**src/rtl/rot_addr_gen.sv**
```systemverilog
// Rotation address generator: walks the source image in raster order, issuing a
// read burst per row segment followed by the writes that place it rotated.
//
// state   | meaning
// --------+------------------------------------------------------------
// S_IDLE  | waiting for I_START; rejects bad configurations with O_ERR
// S_SETUP | derives the per-pixel destination stride from the latched config
// S_NEXT  | issues the read for (x,y), or finishes when all rows are done
// S_RD    | read command presented, waiting for acceptance
// S_WR    | write command(s) for the current burst presented
// S_DONE  | O_DONE pulse, O_BUSY low, returning to idle
module rot_addr_gen #(
  parameter int AW        = 32,
  parameter int DW        = 16,
  parameter int BPP_LOG2  = 0,
  parameter int MAX_BURST = 16,
  parameter int CW        = 5
) (
  input  logic          I_HCLK,
  input  logic          I_HRESET_N,
  input  logic          I_START,
  input  logic [AW-1:0] I_SRC_BASE,
  input  logic [AW-1:0] I_DST_BASE,
  input  logic [DW-1:0] I_WIDTH,
  input  logic [DW-1:0] I_HEIGHT,
  input  logic          I_DIRECTION,
  input  logic [2:0]    I_DEGREES,
  input  logic          I_DMA_READY,
  output logic [AW-1:0] O_ADDR,
  output logic [2:0]    O_SIZE,
  output logic          O_WRITE,
  output logic [CW-1:0] O_COUNT,
  output logic          O_VALID,
  output logic          O_BUSY,
  output logic          O_DONE,
  output logic          O_ERR
);

  typedef enum logic [2:0] {S_IDLE, S_SETUP, S_NEXT, S_RD, S_WR, S_DONE} state_t;

  localparam logic [DW-1:0] MAXB_D = DW'(MAX_BURST);
  localparam logic [CW-1:0] MAXB_C = CW'(MAX_BURST);
  localparam logic [AW-1:0] ONE_A  = AW'(1);

  state_t        state_q, state_d;
  logic [AW-1:0] src_q, src_d, dst_q, dst_d, step_q, step_d;
  logic [DW-1:0] w_q, w_d, h_q, h_d, x_q, x_d, y_q, y_d;
  logic [1:0]    rot_q, rot_d;
  logic [CW-1:0] n_q, n_d, k_q, k_d;
  logic [AW-1:0] addr_q, addr_d;
  logic [CW-1:0] cnt_q, cnt_d;
  logic          wr_q, wr_d, vld_q, vld_d, busy_q, busy_d, done_q, done_d, err_q, err_d;

  logic [1:0]    rot_in;
  logic          start_bad;
  logic [DW-1:0] rem, x_adv;
  logic [CW-1:0] n_c;
  logic [AW-1:0] xa, ya, wa, ha, src_idx, dst_idx, src_addr, dst_addr, step_c;

  assign rot_in    = I_DIRECTION ? (2'd0 - I_DEGREES[1:0]) : I_DEGREES[1:0];
  assign start_bad = (I_WIDTH == '0) || (I_HEIGHT == '0) || I_DEGREES[2];

  assign rem   = w_q - x_q;
  assign n_c   = (rem >= MAXB_D) ? MAXB_C : rem[CW-1:0];
  assign x_adv = x_q + DW'(n_q);

  assign xa = AW'(x_q);
  assign ya = AW'(y_q);
  assign wa = AW'(w_q);
  assign ha = AW'(h_q);

  // Destination index of the first pixel (x,y) of a burst; later pixels of the
  // burst are reached by adding step_q, so no multiply sits on the write path.
  always_comb begin
    src_idx = ya * wa + xa;
    case (rot_q)
      2'd1:    dst_idx = xa * ha + (ha - ONE_A - ya);
      2'd2:    dst_idx = (ha - ONE_A - ya) * wa + (wa - ONE_A - xa);
      2'd3:    dst_idx = (wa - ONE_A - xa) * ha + ya;
      default: dst_idx = src_idx;
    endcase
    case (rot_q)
      2'd1:    step_c = ha << BPP_LOG2;
      2'd2:    step_c = {AW{1'b1}} << BPP_LOG2;
      2'd3:    step_c = ('0 - ha) << BPP_LOG2;
      default: step_c = '0;
    endcase
  end

  assign src_addr = src_q + (src_idx << BPP_LOG2);
  assign dst_addr = dst_q + (dst_idx << BPP_LOG2);

  always_comb begin
    state_d = state_q;
    src_d   = src_q;
    dst_d   = dst_q;
    w_d     = w_q;
    h_d     = h_q;
    rot_d   = rot_q;
    step_d  = step_q;
    x_d     = x_q;
    y_d     = y_q;
    n_d     = n_q;
    k_d     = k_q;
    addr_d  = addr_q;
    cnt_d   = cnt_q;
    wr_d    = wr_q;
    vld_d   = vld_q;
    busy_d  = busy_q;
    done_d  = 1'b0;
    err_d   = 1'b0;
    case (state_q)
      S_IDLE: begin
        if (I_START) begin
          if (start_bad) begin
            err_d = 1'b1;
          end else begin
            src_d   = I_SRC_BASE;
            dst_d   = I_DST_BASE;
            w_d     = I_WIDTH;
            h_d     = I_HEIGHT;
            rot_d   = rot_in;
            x_d     = '0;
            y_d     = '0;
            busy_d  = 1'b1;
            state_d = S_SETUP;
          end
        end
      end
      S_SETUP: begin
        step_d  = step_c;
        state_d = S_NEXT;
      end
      S_NEXT: begin
        if (y_q == h_q) begin
          busy_d  = 1'b0;
          done_d  = 1'b1;
          state_d = S_DONE;
        end else begin
          addr_d  = src_addr;
          cnt_d   = n_c;
          n_d     = n_c;
          wr_d    = 1'b0;
          vld_d   = 1'b1;
          state_d = S_RD;
        end
      end
      S_RD: begin
        if (I_DMA_READY) begin
          addr_d = dst_addr;
          wr_d   = 1'b1;
          if (rot_q == 2'd0) begin
            cnt_d = n_q;
            k_d   = CW'(1);
          end else begin
            cnt_d = CW'(1);
            k_d   = n_q;
          end
          state_d = S_WR;
        end
      end
      S_WR: begin
        if (I_DMA_READY) begin
          // k_q counts the write commands still owed for this burst
          if (k_q == CW'(1)) begin
            vld_d   = 1'b0;
            state_d = S_NEXT;
            if (x_adv == w_q) begin
              x_d = '0;
              y_d = y_q + DW'(1);
            end else begin
              x_d = x_adv;
            end
          end else begin
            k_d    = k_q - CW'(1);
            addr_d = addr_q + step_q;
          end
        end
      end
      S_DONE:  state_d = S_IDLE;
      default: state_d = S_IDLE;
    endcase
  end

  always_ff @(posedge I_HCLK or negedge I_HRESET_N) begin
    if (!I_HRESET_N) begin
      state_q <= S_IDLE;
      src_q   <= '0;
      dst_q   <= '0;
      w_q     <= '0;
      h_q     <= '0;
      rot_q   <= '0;
      step_q  <= '0;
      x_q     <= '0;
      y_q     <= '0;
      n_q     <= '0;
      k_q     <= '0;
      addr_q  <= '0;
      cnt_q   <= '0;
      wr_q    <= 1'b0;
      vld_q   <= 1'b0;
      busy_q  <= 1'b0;
      done_q  <= 1'b0;
      err_q   <= 1'b0;
    end else begin
      state_q <= state_d;
      src_q   <= src_d;
      dst_q   <= dst_d;
      w_q     <= w_d;
      h_q     <= h_d;
      rot_q   <= rot_d;
      step_q  <= step_d;
      x_q     <= x_d;
      y_q     <= y_d;
      n_q     <= n_d;
      k_q     <= k_d;
      addr_q  <= addr_d;
      cnt_q   <= cnt_d;
      wr_q    <= wr_d;
      vld_q   <= vld_d;
      busy_q  <= busy_d;
      done_q  <= done_d;
      err_q   <= err_d;
    end
  end

  assign O_ADDR  = addr_q;
  assign O_SIZE  = 3'(BPP_LOG2);
  assign O_WRITE = wr_q;
  assign O_COUNT = cnt_q;
  assign O_VALID = vld_q;
  assign O_BUSY  = busy_q;
  assign O_DONE  = done_q;
  assign O_ERR   = err_q;

endmodule

```
**config.mk**
```make
export PLATFORM = sky130hd
export DESIGN_NAME = rot_addr_gen
export DESIGN_NICKNAME = d
export VERILOG_FILES = /design/src/rtl/rot_addr_gen.sv
export SDC_FILE = /design/constraint.sdc
export NUM_CORES = 2
export LEC_CHECK = 0
export ABC_AREA = 1
export CAP_MARGIN = 10
export CORE_ASPECT_RATIO = 0.8
export CORE_MARGIN = 5
export CORE_UTILIZATION = 42
export DETAILED_ROUTE_END_ITERATION = 10
export SYNTH_ARGS = -nofsm -noshare
export SYNTH_HDL_FRONTEND = slang
export SYNTH_SLANG_ARGS = --single-unit
```
**constraint.sdc**
```tcl
create_clock -name I_HCLK -period 26.4 [get_ports I_HCLK]
set_input_delay 2.64 -clock I_HCLK [delete_from_list [all_inputs] [get_ports I_HCLK]]
set_output_delay 2.64 -clock I_HCLK [all_outputs]
set_load 0.01 [all_outputs]
```
==> flow_summary.json <==
{
  "status": "completed",
  "drt_first_pass_iters": 8,
  "drtIter0Drc": 4971,
  "synth_area_leaders": "fa_1, inv_1, ha_1",
  "ant_nets": 0,
  "rsz0062_at_grt": "no",
  "grtUsageTotal_pct": 30.3,
  "regArea_sq_um": 5060,
  "finalSetupViolCount": 0,
  "antenna_found_initial": 11,
  "clock.fmax_ghz": 0.0755,
  "post-route-drc-count": 0,
  "multi_input_area_sq_um": 45200,
  "synthArstFlopShare_pct": 100,
  "grt_max_degree": 89,
  "period_needed_ns": 13.25,
  "critical_path.max_stage_delay_ns": 1.01,
  "numCtsBuffers": 29,
  "synth_commonest_cells": "inv_1, nand2_1, fa_1, nor2_1, ha_1",
  "worstMarginPinSlew_ns": 1.24,
  "grt-ovfl-total": 0,
  "grt_pass1_vias": 51600,
  "path_clk_slew_ns": 0.07,
  "vias_per_cell": 5.40,
  "nNetsFinal": 9394,
  "pre_cts_slack_ns": 13.59,
  "cts_buffer_depth": 3,
  "clock-sinks": 202,
  "critical_path.most_common_cell": "nand2_1",
  "crit_path_top_delay_cell": "clkinv_1",
  "yosysTopAreaCell": "fa_1",
  "wl_mm": 222,
  "synth-edff-count": 0,
  "seq_area_frac_synth_pct": 8.64,
  "cts_tree": "done",
  "synth_seq_cells": 202,
  "globalplace.congestion": 1.00,
  "grt_pass1_wl_mm": 332,
  "final_util_pct": 45.7,
  "dp_hpwl_mm": 181,
  "avgSynthCellArea_sq_um": 7.56,
  "row_count": 122,
  "finalCritPeriodShare_pct": 50.2,
  "setup_tns_ns": 0,
  "crit_arrival_ns": 13.79,
  "fin_ws_ns": 13.15,
  "drv_slew": 0,
  "slew_headroom_pct": 16.5,
  "syn-cell-area_sq_um": 58500,
  "required_ns": 26.94,
  "cp_max_fo": 26,
  "post-cts-setup-buffer-count": 0,
  "root_buffer": "clkbuf_16",
  "cts_resized": 0,
  "finalClockSkew_ns": 0.0389,
  "r2r_slack_ns": 13.15,
  "synth_top_cell_area_share_pct": 34.6,
  "end_kind": "register",
  "min_path_type": "register to register",
  "wl_per_cell_um": 23.1,
  "vias": 52100,
  "hold_buffers": 0,
  "dieWidth_um": 427,
  "synthFlopType": "dfrtp_1",
  "die_area_sq_um": 147000,
  "startpoint_type": "register",
  "ys.warnings.count": 0,
  "area_growth_pct": 7.96,
  "synth.distinct_cells": 64,
  "insertion_delay_ns": 0.65,
  "synth_most_common_cell": "inv_1",
  "htree_levels": 1,
  "initial_core_util_pct": 42.3,
  "drive_above_1_share_pct": 4.20,
  "syn_inst": 7734,
  "drv_cap": 0,
  "criticalPathCategory": "register to register",
  "die_y_um": 344,
  "coreArea_sq_um": 138000,
  "port_buffers": 145,
  "nFillCells": 14000,
  "io_pins": 149,
  "hold_viol_final": 0
}
-- critical path, delay by kind of cell (launching register included) --
family / cells / cell delay (ns)
AND/OR/NAND/NOR: 25 / 4.48
XOR/XNOR: 1 / 0.21
buffers and inverters: 10 / 2.23
flip-flops: 1 / 0.36
AO/OA/AOI/OAI: 9 / 2.14
adder cells (fa/ha/maj): 8 / 3.70
-- per-layer routing --
layer  routed length, um  track usage (%)  share of wire [%]
met4                8610             9.68                3.9
met3               25300             8.04                 11
met2               94600             45.4                 43
met5                  77                0              0.035
met1               93900             42.7                 42
-- final cells by class --
class                           count  area share [%]
Tap cell                         1860            3.68
Multi-Input combinational cell   5322            71.5
Clock buffer                       37            1.28
Inverter                         1936            11.5
Antenna cell                        4          0.0158
Clock inverter                     15           0.359
Timing Repair Buffer              258            3.65
Sequential cell                   202            8.01
-- sequential cells by signal (all words and copies together) (netlist names) --
name / cells
src_q: 32
O_WRITE: 1
n_q: 5
O_DONE: 1
O_ADDR: 32
rot_q: 2
w_q: 16
x_q: 16
state_q: 3
O_VALID: 1
O_ERR: 1
O_COUNT: 5
k_q: 5
dst_q: 32
h_q: 16
step_q: 17
y_q: 16
O_BUSY: 1
-- layout by cell type, fill, tap and decap left out, types with 13 or more instances in the layout --
cell             instances
a21o_1                  30
a21oi_1                422
a221oi_1                22
a31oi_1                 38
a41oi_1                 25
buf_4                  113
clkbuf_16               29
clkdlybuf4s50_1        144
clkinv_1                25
dfrtp_1                199
fa_1                  1011
ha_1                   530
inv_1                 1903
mux2_2                  62
nand2_1               1566
nand2_2                 13
nand3_1                211
nand4_1                 45
nor2_1                 609
nor3_1                  46
nor4_1                  27
o21ai_0                276
o21bai_1                23
or2_2                   42
xnor2_1                 48
xor2_1                 130
-- per-stage QoR --
step | hold slack [ns] | area [sq um] | cells
global route | 0.532 | 63100 | 9630
global placement | 0.487 | 62100 | 9574
floorplan | 0.457 | 58500 | 7736
detailed placement | 0.489 | 62100 | 9576
CTS | 0.514 | 63100 | 9628
finish | 0.511 | 63200 | 9634
-- cell families (layout without fill, tap and decap cells) --
group / count (synthesis) / after routing / share of synthesized area [%]
simple gates: 2596 / 2596 / 18.1
buf+inv: 2212 / 2246 / 14.3
fa+ha+maj: 1541 / 1541 / 45.9
compound gates: 934 / 934 / 9.03
flops: 202 / 202 / 8.64
xor+xnor: 186 / 186 / 2.82
mux: 62 / 62 / 1.19
other cells: 1 / 7 / 0.00641
-- path summary, 6_finish.rpt --
check | from | end | depth (start not counted)
setup / recovery | h_q[0] | O_ADDR[31] | 53
hold reg to reg | step_q[3] | step_q[3] | 2
hold / removal | step_q[3] | step_q[3] | 2
min in group asynchronous | I_HRESET_N | src_q[30] | 1
max in group asynchronous | I_HRESET_N | h_q[2] | 2
setup reg to reg | h_q[0] | O_ADDR[31] | 53
Power is not shown: default switching activity piles up to over one toggle a cycle in this logic, so the estimate is an artifact.
